$ cat src/rtl/blf_ctrl_pkg.sv
// blf_ctrl shared definitions: FSM state encodings, reset rate code,
// auxiliary counter width and the abortable-state helper.
package blf_ctrl_pkg;

    typedef enum logic [2:0] {
        ST_IDLE,
        ST_CFG,
        ST_SETTLE,
        ST_RUN,
        ST_DRAIN,
        ST_DONE
    } blf_state_e;

    localparam logic [3:0] DR_RST = 4'b0011;
    localparam int         AUX_W  = 8;

    function automatic logic abortable(input blf_state_e s);
        return (s == ST_CFG) || (s == ST_SETTLE) || (s == ST_RUN);
    endfunction

endpackage

$ cat src/rtl/blf_ctrl_edge_det.sv
// blf_edge_det: one-stage register of DOUB_BLF plus a registered
// rising-edge pulse; the raw rise is also exported for same-cycle use.
module blf_edge_det (
    input  logic clk_1_92m,
    input  logic rst,
    input  logic din,
    output logic rise,
    output logic pulse
);

    logic d1;

    assign rise = din & ~d1;

    always_ff @(posedge clk_1_92m) begin
        if (rst) begin
            d1    <= 1'b0;
            pulse <= 1'b0;
        end else begin
            d1    <= din;
            pulse <= rise;
        end
    end

endmodule

$ cat src/rtl/blf_ctrl.sv
// blf_ctrl: sequences DIV per tag reply (rate load, settle, run, drain).
// Optional watchdog on RUN/DRAIN enabled with `define BLF_TIMEOUT_EN.
module blf_ctrl
    import blf_ctrl_pkg::*;
#(
    parameter int LEN_W       = 10,
    parameter int SETTLE_CYC  = 2,
    parameter int DRAIN_QUIET = 4
`ifdef BLF_TIMEOUT_EN
    ,
    parameter int TIMEOUT_CYC = 64
`endif
) (
    input  logic             clk_1_92m,
    input  logic             rst,
    input  logic [3:0]       dr_in,
    input  logic             dr_vld,
    input  logic             tx_req,
    input  logic [LEN_W-1:0] tx_len,
    input  logic             tx_abort,
    input  logic             doub_blf,
    output logic             set_m,
    output logic [3:0]       DR,
    output logic             div_en,
    output logic             blf_tick,
    output logic             tx_busy,
    output logic             tx_done,
    output logic             tx_err
);

    blf_state_e       state;
    blf_state_e       nxt;
    logic [3:0]       pend_dr;
    logic [LEN_W-1:0] len_q;
    logic [LEN_W-1:0] per_cnt;
    logic [AUX_W-1:0] aux_cnt;
    logic             rise;
    logic             abort_ok;
    logic             per_last;
    logic             settle_last;
    logic             quiet_last;
    logic             err_set;
    logic             tmo_run;
    logic             tmo_drain;

    blf_edge_det u_edge (
        .clk_1_92m (clk_1_92m),
        .rst       (rst),
        .din       (doub_blf),
        .rise      (rise),
        .pulse     (blf_tick)
    );

    assign abort_ok    = tx_abort && abortable(state);
    assign per_last    = rise && ((per_cnt + 1'b1) == len_q);
    assign settle_last = (aux_cnt == AUX_W'(SETTLE_CYC - 1));
    assign quiet_last  = !doub_blf &&
                         (aux_cnt == AUX_W'(DRAIN_QUIET - 1));

    assign set_m   = (state == ST_CFG);
    assign div_en  = (state == ST_RUN);
    assign tx_busy = (state != ST_IDLE);
    assign tx_done = (state == ST_DONE);

`ifdef BLF_TIMEOUT_EN
    localparam int WD_W = $clog2(TIMEOUT_CYC + 1);

    logic [WD_W-1:0] wd_cnt;
    logic            wd_last;

    assign wd_last   = (wd_cnt == WD_W'(TIMEOUT_CYC - 1));
    assign tmo_run   = (state == ST_RUN) && wd_last && !rise;
    assign tmo_drain = (state == ST_DRAIN) && wd_last;

    // Restarts on every state change and on each period in RUN.
    always_ff @(posedge clk_1_92m) begin
        if (rst) begin
            wd_cnt <= '0;
        end else if (nxt != state) begin
            wd_cnt <= '0;
        end else if (state == ST_RUN && rise) begin
            wd_cnt <= '0;
        end else if (state == ST_RUN || state == ST_DRAIN) begin
            wd_cnt <= wd_cnt + 1'b1;
        end
    end
`else
    assign tmo_run   = 1'b0;
    assign tmo_drain = 1'b0;
`endif

    always_comb begin
        nxt     = state;
        err_set = 1'b0;
        unique case (state)
            ST_IDLE: begin
                if (tx_req) begin
                    nxt = (tx_len == '0) ? ST_DONE : ST_CFG;
                end
            end
            ST_CFG: begin
                nxt     = abort_ok ? ST_DRAIN : ST_SETTLE;
                err_set = abort_ok;
            end
            ST_SETTLE: begin
                if (abort_ok) begin
                    nxt     = ST_DRAIN;
                    err_set = 1'b1;
                end else if (settle_last) begin
                    nxt = ST_RUN;
                end
            end
            ST_RUN: begin
                if (abort_ok) begin
                    nxt     = ST_DRAIN;
                    err_set = 1'b1;
                end else if (per_last) begin
                    nxt = ST_DRAIN;
                end else if (tmo_run) begin
                    nxt     = ST_DRAIN;
                    err_set = 1'b1;
                end
            end
            ST_DRAIN: begin
                if (quiet_last) begin
                    nxt = ST_DONE;
                end else if (tmo_drain) begin
                    nxt     = ST_DONE;
                    err_set = 1'b1;
                end
            end
            ST_DONE: nxt = ST_IDLE;
            default: nxt = ST_IDLE;
        endcase
    end

    always_ff @(posedge clk_1_92m) begin
        if (rst) begin
            state  <= ST_IDLE;
            tx_err <= 1'b0;
        end else begin
            state  <= nxt;
            tx_err <= err_set;
        end
    end

    // DR is loaded on entry to CFG so it is already stable while set_m
    // is high; a same-cycle dr_vld bypasses pend_dr.
    always_ff @(posedge clk_1_92m) begin
        if (rst) begin
            pend_dr <= DR_RST;
            DR      <= DR_RST;
            len_q   <= '0;
        end else begin
            if (dr_vld) begin
                pend_dr <= dr_in;
            end
            if (state == ST_IDLE && nxt == ST_CFG) begin
                len_q <= tx_len;
                DR    <= dr_vld ? dr_in : pend_dr;
            end
        end
    end

    always_ff @(posedge clk_1_92m) begin
        if (rst) begin
            per_cnt <= '0;
        end else if (state != ST_RUN) begin
            per_cnt <= '0;
        end else if (rise) begin
            per_cnt <= per_cnt + 1'b1;
        end
    end

    // Shared by SETTLE (cycle count) and DRAIN (consecutive-low count).
    always_ff @(posedge clk_1_92m) begin
        if (rst) begin
            aux_cnt <= '0;
        end else if (nxt != state) begin
            aux_cnt <= '0;
        end else if (state == ST_SETTLE) begin
            aux_cnt <= aux_cnt + 1'b1;
        end else if (state == ST_DRAIN) begin
            aux_cnt <= doub_blf ? '0 : aux_cnt + 1'b1;
        end else begin
            aux_cnt <= '0;
        end
    end

endmodule
$ cat config.mk
export PLATFORM = sky130hd
export DESIGN_NAME = blf_ctrl
export DESIGN_NICKNAME = d
export VERILOG_FILES = /design/src/rtl/blf_ctrl_pkg.sv /design/src/rtl/blf_ctrl_edge_det.sv /design/src/rtl/blf_ctrl.sv
export SDC_FILE = /design/constraint.sdc
export NUM_CORES = 1
export LEC_CHECK = 0
export BUFFER_PORTS_ARGS = -buffer_cell sky130_fd_sc_hd__buf_4
export CAP_MARGIN = 25
export CORE_MARGIN = 4
export CORE_UTILIZATION = 50
export DETAILED_ROUTE_END_ITERATION = 16
export PLACE_DENSITY = 0.68
export SKIP_LAST_GASP = 1
export SYNTH_ARGS = -nofsm -noshare
export SYNTH_HDL_FRONTEND = slang
export SYNTH_SLANG_ARGS = --single-unit
$ cat constraint.sdc
create_clock -name clk_1_92m -period 4.9 [get_ports clk_1_92m]
set_input_delay 0.735 -clock clk_1_92m [delete_from_list [all_inputs] [get_ports clk_1_92m]]
set_output_delay 0.735 -clock clk_1_92m [all_outputs]
set_load 0.1 [all_outputs]
==> impl_results.md, run 1 <==
* Seq/Total Area, Yosys at 0.407
* Combinational power share at 0.175
* Number of max-cap violations at 0
* Reg2Reg Depth at 6
* Mean number of vias per cell at about 5.3
* Kind of critical path: register to register
* Pleak at 0.958 nW
* Startpoint types: register
* Hold Path Class: register to register
* CTS buffer count at 5
* # rows at 23
* CTS tree: done
* Longest Clk Path Bufs at 2
* H-Tree Depth at 2
* Gate Count Post-Synth at around 230
* Post-DRT Antenna Nets at 0
* Pins Over Slew Limit at 0
* Endpoints failing hold at 0
* Worst setup EP type: register
* RSZ-0062 raised after global routing: no
* Number of synthesized flops with an enable pin at 0
* Slew @ Worst Pin at roughly 1.0 ns
* CP max FO at 16
* # setup viols final at 0
* Sequential power share at 0.509
* Clock power share at 0.315
* Root buf cell: clkbuf_8
* Ys Warns at 0
* Area grow syn2layout at 15.3%
* Dpl hpwl at around 3100 um
* Clock sinks at 42
* DR DRC count at 0
* Synth top area share at 0.407
* Largest net degree at the start of global routing at 19
* Synth cell count leaders: 42 x dfxtp_1, 35 x nor2_1, 17 x nand2_1
* R2R setup slack at 2.54 ns
* Largest area contributor in the synthesized netlist: dfxtp_1
* Cell Area, Synth at just over 2000 um2
* GR Util All Layers at 0.170
* Final Worst Setup Slack at ~2.5 ns
* Global-route wire length before repair at between 7000 and 8000 um
* Final Util at 0.595
* Worst Setup EP: len_q[6]
* # port buffers at 29
* Core Area at between 4000 and 5000 um2
* WL per Instance at ~13 um
* Die footprint at 5220 um2
* Worst R2R End: len_q[6]
* Crit path required time at around 5.1 ns
* Starting DRT DRC Count at 79
* Status: finished, final reports clean
* Reg clk slew, reported paths at ~0.080 ns
* Filler cells at 376
* Max frequency at 425 MHz
* Syn Area/Cell at approximately 8.8 um2
* Reg2Reg Launch Point: aux_cnt[0]
* Switching part of the total at 0.285
* Synth async-reset ratio at 0
* Initial antenna violation count at 0
* Max rail drop VDD at about 180 uV
* Cell Chain, Critical Path: ha_1 -> and4bb_2 -> o211a_1 -> o211ai_2 -> mux2i_1 -> nor2_1
* Post-route clock period utilization at 0.481
* Detailed Route WL at 4090 um
* Arr. time, crit path at roughly 2.5 ns
* Setup TNS Final at 0 ns
* Cell with the largest stage delay on the worst path: o211ai_2
* Chip width at ~72 um
* Multi-input combinational cell area at around 1200 um2
* Setup crit start: aux_cnt[0]
* Nets at between 200 and 300
* Drt pass-1 iters at 4
* Clk_lat worst skew at about 0.29 ns
* RePlAce Congestion at 0.767
* FF+latch count, synth at 42
* Num ports at 30
* Power Dens Cells at 302 nW/um2
* Slowest stage delay, CP at 0.79 ns
* Cts repair resizes at 0
* Most frequent cell after synthesis: dfxtp_1
* Setup WS pre-CTS at 2.35 ns
* CTS Hold Bufs at 0
* Die height at 72.3 um
* # diodes at 0
* Top_reg_cell synth: dfxtp_1
* Layout cell share with drive strength beyond 1 at 0.176
* FF/Latch Area at between 800 and 900 um2
* Fin crit period at 2.36 ns
* Slew headroom at 0.330
* Netlist cell types at between 40 and 50
* Global route total overflow at 0
* Syn Nets at roughly 260
* Clock skew at around 0.0075 ns
* Vias in the first global route at about 1,600
* Initial core utilization at 0.516
* Area contributors post-synth: dfxtp_1 41%, mux2i_1 6.8%, nor2_1 6.4%
* P_int at about 0.51 mW
* Post-CTS setup buffer count at 0
* Switching pwr at slightly above 0.2 mW
* Vias at approximately 1,600
-- registers in the layout, indices dropped and copies added, names as in the netlist --
name	flops
u_edge.d1	1
DR	4
per_cnt	10
len_q	10
tx_err	1
u_edge.pulse	1
pend_dr	4
aux_cnt	8
state	3
-- metal layers --
layer  routed length (um)  part of all wire  track usage
met2                 1730              0.42        0.255
met4                   47             0.011       0.0689
met1                 2120              0.52        0.237
met5                    0                 0            0
met3                  185             0.045       0.0346
-- critical path: cells and delay by family (launching register included) --
kind                     cells  cell delay [ns]
AND/OR/NAND/NOR              2             0.29
multiplexers                 1             0.28
flip-flops                   1             0.37
AO/OA/AOI/OAI                2             1.03
adder cells (fa/ha/maj)      1             0.27
-- metrics by stage --
stage	area, um2	hold WS (ns)	std cells	total power [mW]
6_report	2380	0.448	311	0.719
5_1_grt	2380	0.461	311	0.753
2_1_floorplan	2070	0.406	234	0.468
3_5_place_dp	2290	0.436	303	0.501
3_3_place_gp	2290	0.428	303	0.500
4_1_cts	2380	0.454	311	0.730
-- logic make-up after synthesis --
kind of cell	Yosys count	share of synthesized area
xor gates and xnor gates	23	0.0975
adders and majority gates	3	0.0182
AOI/OAI and AO/OA	26	0.0896
and+or+nand+nor	111	0.276
muxes	16	0.0787
DFF	42	0.407
buffers and inverters	13	0.0327
-- how the worst min path moves through the flow --
| stage | start | endpoint | cells past startpoint |
|---|---|---|---|
| finish | u_edge.d1 | u_edge.pulse | 1 |
| global route | u_edge.d1 | u_edge.pulse | 1 |
| CTS | u_edge.d1 | u_edge.pulse | 1 |
| detailed placement | u_edge.d1 | u_edge.pulse | 1 |
| global placement | u_edge.d1 | u_edge.pulse | 1 |
| floorplan | u_edge.d1 | u_edge.pulse | 1 |
-- placed cells by master, fill, tap and decap left out, drive strengths merged, types with 3 or more instances in the layout --
cell     n
dfxtp   42
nor2    35
buf     29
nand2   17
xnor2   14
mux2i   14
nand3   12
nor3     9
xor2     9
a21oi    7
clkbuf   7
or3      5
nor4     5
o21ai    4
and3     4
and2     4
o211ai   4
inv      3
nor2b    3
or2      3
ha       3
-- layout make-up --
class	count	share of cell area
Multi-Input combinational cell	179	0.486
Inverter	3	0.00473
Timing Repair Buffer	29	0.0914
Clock inverter	1	0.00210
Tap cell	50	0.0263
Clock buffer	7	0.0363
Sequential cell	42	0.353
-- power groups by stage --
stage	sequential [mW]	clock (mW)	combinational [mW]
after floorplan	0.396	0	0.0721
after global placement	0.375	0	0.125
after detailed placement	0.375	0	0.127
after CTS	0.367	0.237	0.127
after global routing	0.368	0.249	0.136
final	0.367	0.227	0.126
(Power assumes the default switching activity.)
==> inputs of run 2 (changes only) <==
Settings changed: ABC_AREA set to 1.
Clock period 4.9 ns to 2.2 ns, I/O delays scaled along.
==> run 2 against run 1 <==
- combinational power grew to 3.8 times the previous value
- largest power group unchanged
- clock power is 110% higher
- area after synthesis is 9.6% higher
- final cell count is 41% higher
- synthesized cell count is 49% higher
- sequential share of layout area is 5.2 points lower
- critical path depth is 9 higher
- die area is 8.5% higher
- utilization is 5.1 points higher
- clock-buffer cell count is 1 lower
- clock skew is 0.0021 ns lower
==> impl_results.md, run 2 <==
* Final Power at 1.80 mW (+150%)
* Pins Over Slew Limit at 0 (unchanged)
* CP max FO at 9 (-7)
* Area grow syn2layout at 24.3%
* Cell Area, Synth at 2260 um2 (+9.6%)
* Hold Path Class: primary input to register
* Crit path required time at 2.38 ns (-2.70 ns)
* Initial core utilization at 0.520 (+0.00341)
* Global-route wire length before repair at 8380 um (+19%)
* Number of synthesized flops with an enable pin at 0 (unchanged)
* WL per Instance at 11.8 um (-10%)
* Pleak at 1.31 nW (+37%)
* Filler cells at 416 (+11%)
* H-Tree Depth at 2 (unchanged)
* FF+latch count, synth at 42 (unchanged)
* Chip width at 75.3 um (+4.2%)
* Startpoint types: register
* Worst R2R End: len_q[1]
* Endpoints failing hold at 0 (unchanged)
* Ys Warns at 0 (unchanged)
* Fin crit period at 2.05 ns (-0.309 ns)
* # rows at 24 (+4.3%)
* Setup WS pre-CTS at -0.0186 ns (-2.37 ns)
* Power Dens Cells at 641 nW/um2 (+110%)
* Die height at 75.3 um (+4.2%)
* GR Util All Layers at 0.192 (+0.0224)
* Nets at 410 (+45%)
* CTS buffer count at 5 (unchanged)
* Vias in the first global route at 1,904 (+19%)
* Met3 wire len at 182 um (-1.6%)
* RSZ-0062 raised after global routing: yes
* WHS Path Cells at 2 (+1)
* # port buffers at 29 (unchanged)
* Kind of critical path: register to register
* Commonest non-fill, non-tap cells in the layout: 78 x nand2_1, 55 x inv_1, 47 x nor2_1, 38 x dfxtp_1, 35 x buf_4
* Area contributors post-synth: dfxtp_1 37%, nand2_1 14%, inv_1 9.3%
* Reg2Reg Depth at 15 (+9)
* Gate Count Post-Synth at 348 (+49%)
* Commonest non-fill, non-tap cell in the layout: nand2_1
* Root buf cell: clkbuf_8
* Clk_lat worst skew at 0.29 ns (about the same)
* Layout cell share with drive strength beyond 1 at 0.210 (+0.0336)
* Netlist cell types at 35 (-20%)
* Detailed Route WL at 5160 um (+26%)
* Die footprint at 5670 um2 (+8.5%)
* Clock sinks at 42 (unchanged)
* Synth top area share at 0.371 (-0.0356)
* Top Registers: len_q x10, per_cnt x10, aux_cnt x8
* Max frequency at 489 MHz (+15%)
* Largest net degree at the start of global routing at 16 (-3)
* Syn Nets at 371 (+44%)
* Slew headroom at 0.768 (+0.438)
* Routed met2 length at 2350 um (+36%)
* Core Area at 4350 um2 (+8.9%)
* Drt pass-1 iters at 5 (+1)
* CTS tree: done
* Seq/Total Area, Yosys at 0.371 (-0.0356)
* Synth cell count leaders: 83 x nand2_1, 56 x inv_1, 53 x nor2_1
* CTS Hold Bufs at 0 (unchanged)
* R2R setup slack at 0.15 ns (-2.39 ns)
* DR DRC count at 0 (unchanged)
* Max rail drop VDD at 497 uV (+170%)
* Global route total overflow at 0 (unchanged)
* Worst setup EP type: register
* Syn Area/Cell at 6.50 um2 (-26%)
* Post-route clock period utilization at 0.930 (+0.450)
* Num ports at 30 (unchanged)
* Initial antenna violation count at 0 (unchanged)
* Starting DRT DRC Count at 104 (+32%)
* Final Worst Setup Slack at 0.153 ns (-2.39 ns)
* Longest Clk Path Bufs at 2 (unchanged)
* Reg clk slew, reported paths at 0.08 ns (about the same)
* Hold Path End: state[0]
* Reg2Reg Launch Point: per_cnt[0]
* Dpl hpwl at 3950 um (+27%)
* # setup viols final at 0 (unchanged)
* Top Layer Used: met4
* # diodes at 0 (unchanged)
* Status: finished, final reports clean
* Synth async-reset ratio at 0 (unchanged)
* Largest area contributor in the synthesized netlist: dfxtp_1
* Number of max-cap violations at 0 (unchanged)
* Final Util at 0.646 (+0.0510)
* Post-DRT Antenna Nets at 0 (unchanged)
* Top_reg_cell synth: dfxtp_1
* Slew @ Worst Pin at 0.345 ns (-0.657 ns)
* Mean number of vias per cell at 4.97 (-5.9%)
* Most frequent cell after synthesis: nand2_1
* RePlAce Congestion at 0.823 (+7.3%)
* Clock skew at 0.00540 ns (-0.00206 ns)
* Vias at 2,177 (+33%)
* Setup crit start: per_cnt[0]
* Hold path startpoint: rst
* Arr. time, crit path at 2.23 ns (-0.30 ns)
* Met1 WL at 2580 um (+21%)
[run 2: cell types whose count changed after synthesis, sizes merged, moves of 5 or more]
| cell | delta |
|---|---|
| nand3b | +6 |
| mux2i | -12 |
| inv | +54 |
| or3 | -5 |
| nand4 | +12 |
| xnor2 | -13 |
| nand2 | +69 |
| nand3 | +21 |
| nor2 | +22 |
| o21ai | +6 |
| xor2 | -9 |
[run 2: final cells by class]
cell class                      instances  area (um2)  area share
Multi-Input combinational cell        240        1280       0.455
Sequential cell                        42         848       0.301
Inverter                               58         218      0.0774
Tap cell                               52        65.1      0.0231
Clock buffer                            6        82.6      0.0293
Timing Repair Buffer                   40         319       0.113
[run 2: critical path: stages (launching register included)]
cell	delay (ns)
dfxtp_4	0.39
ha_4	0.16
nand2_4	0.09
nor2_4	0.12
nand3_1	0.10
nand3_1	0.10
nand2_1	0.06
nor3_2	0.15
nand3_1	0.10
nand2_2	0.17
nand2_2	0.09
inv_2	0.09
nor2_4	0.05
buf_6	0.13
nor2_1	0.08
nor2_1	0.05
[run 2: layer usage]
metal  global-route usage  vias up
met1                0.262      961
li1                     -     1179
met2                0.298       31
met5                    0        -
met4               0.0583        0
met3               0.0494        6
[run 2: through the flow]
step | TNS [ns] | std cells | cell area (um2) | hold WS, ns
floorplan | 0 | 348 | 2280 | 0.424
global placement | 0 | 430 | 2590 | 0.445
detailed placement | -0.0825 | 430 | 2590 | 0.443
CTS | 0 | 436 | 2680 | 0.267
global route | -0.263 | 438 | 2810 | 0.279
finish | 0 | 438 | 2810 | 0.275
[run 2: cell families after synthesis]
family,synth area share
compound gates,0.0741
xor+xnor,0.00387
fa+ha+maj,0.0166
buf+inv,0.115
flops,0.371
mux,0.00885
simple gates,0.410
[run 2: worst max path at each step]
stage | cells after the start | end
global route | 14 | aux_cnt[7]
global placement | 12 | aux_cnt[0]
floorplan | 2 | tx_done
CTS | 15 | len_q[8]
detailed placement | 12 | aux_cnt[4]
finish | 15 | len_q[1]
[run 2: what timing repair did]
action / CTS / global route
pin swaps: 0 / 4
endpoints found under the setup margin: 8 / 23
resized for setup: 1 / 32
setup buffers: 0 / 2
[run 2: where the power goes]
| group | total (mW) | internal [mW] | switching, mW |
|---|---|---|---|
| registers | 0.845 | 0.807 | 0.0377 |
| logic | 0.474 | 0.159 | 0.315 |
| clock network | 0.485 | 0.242 | 0.243 |
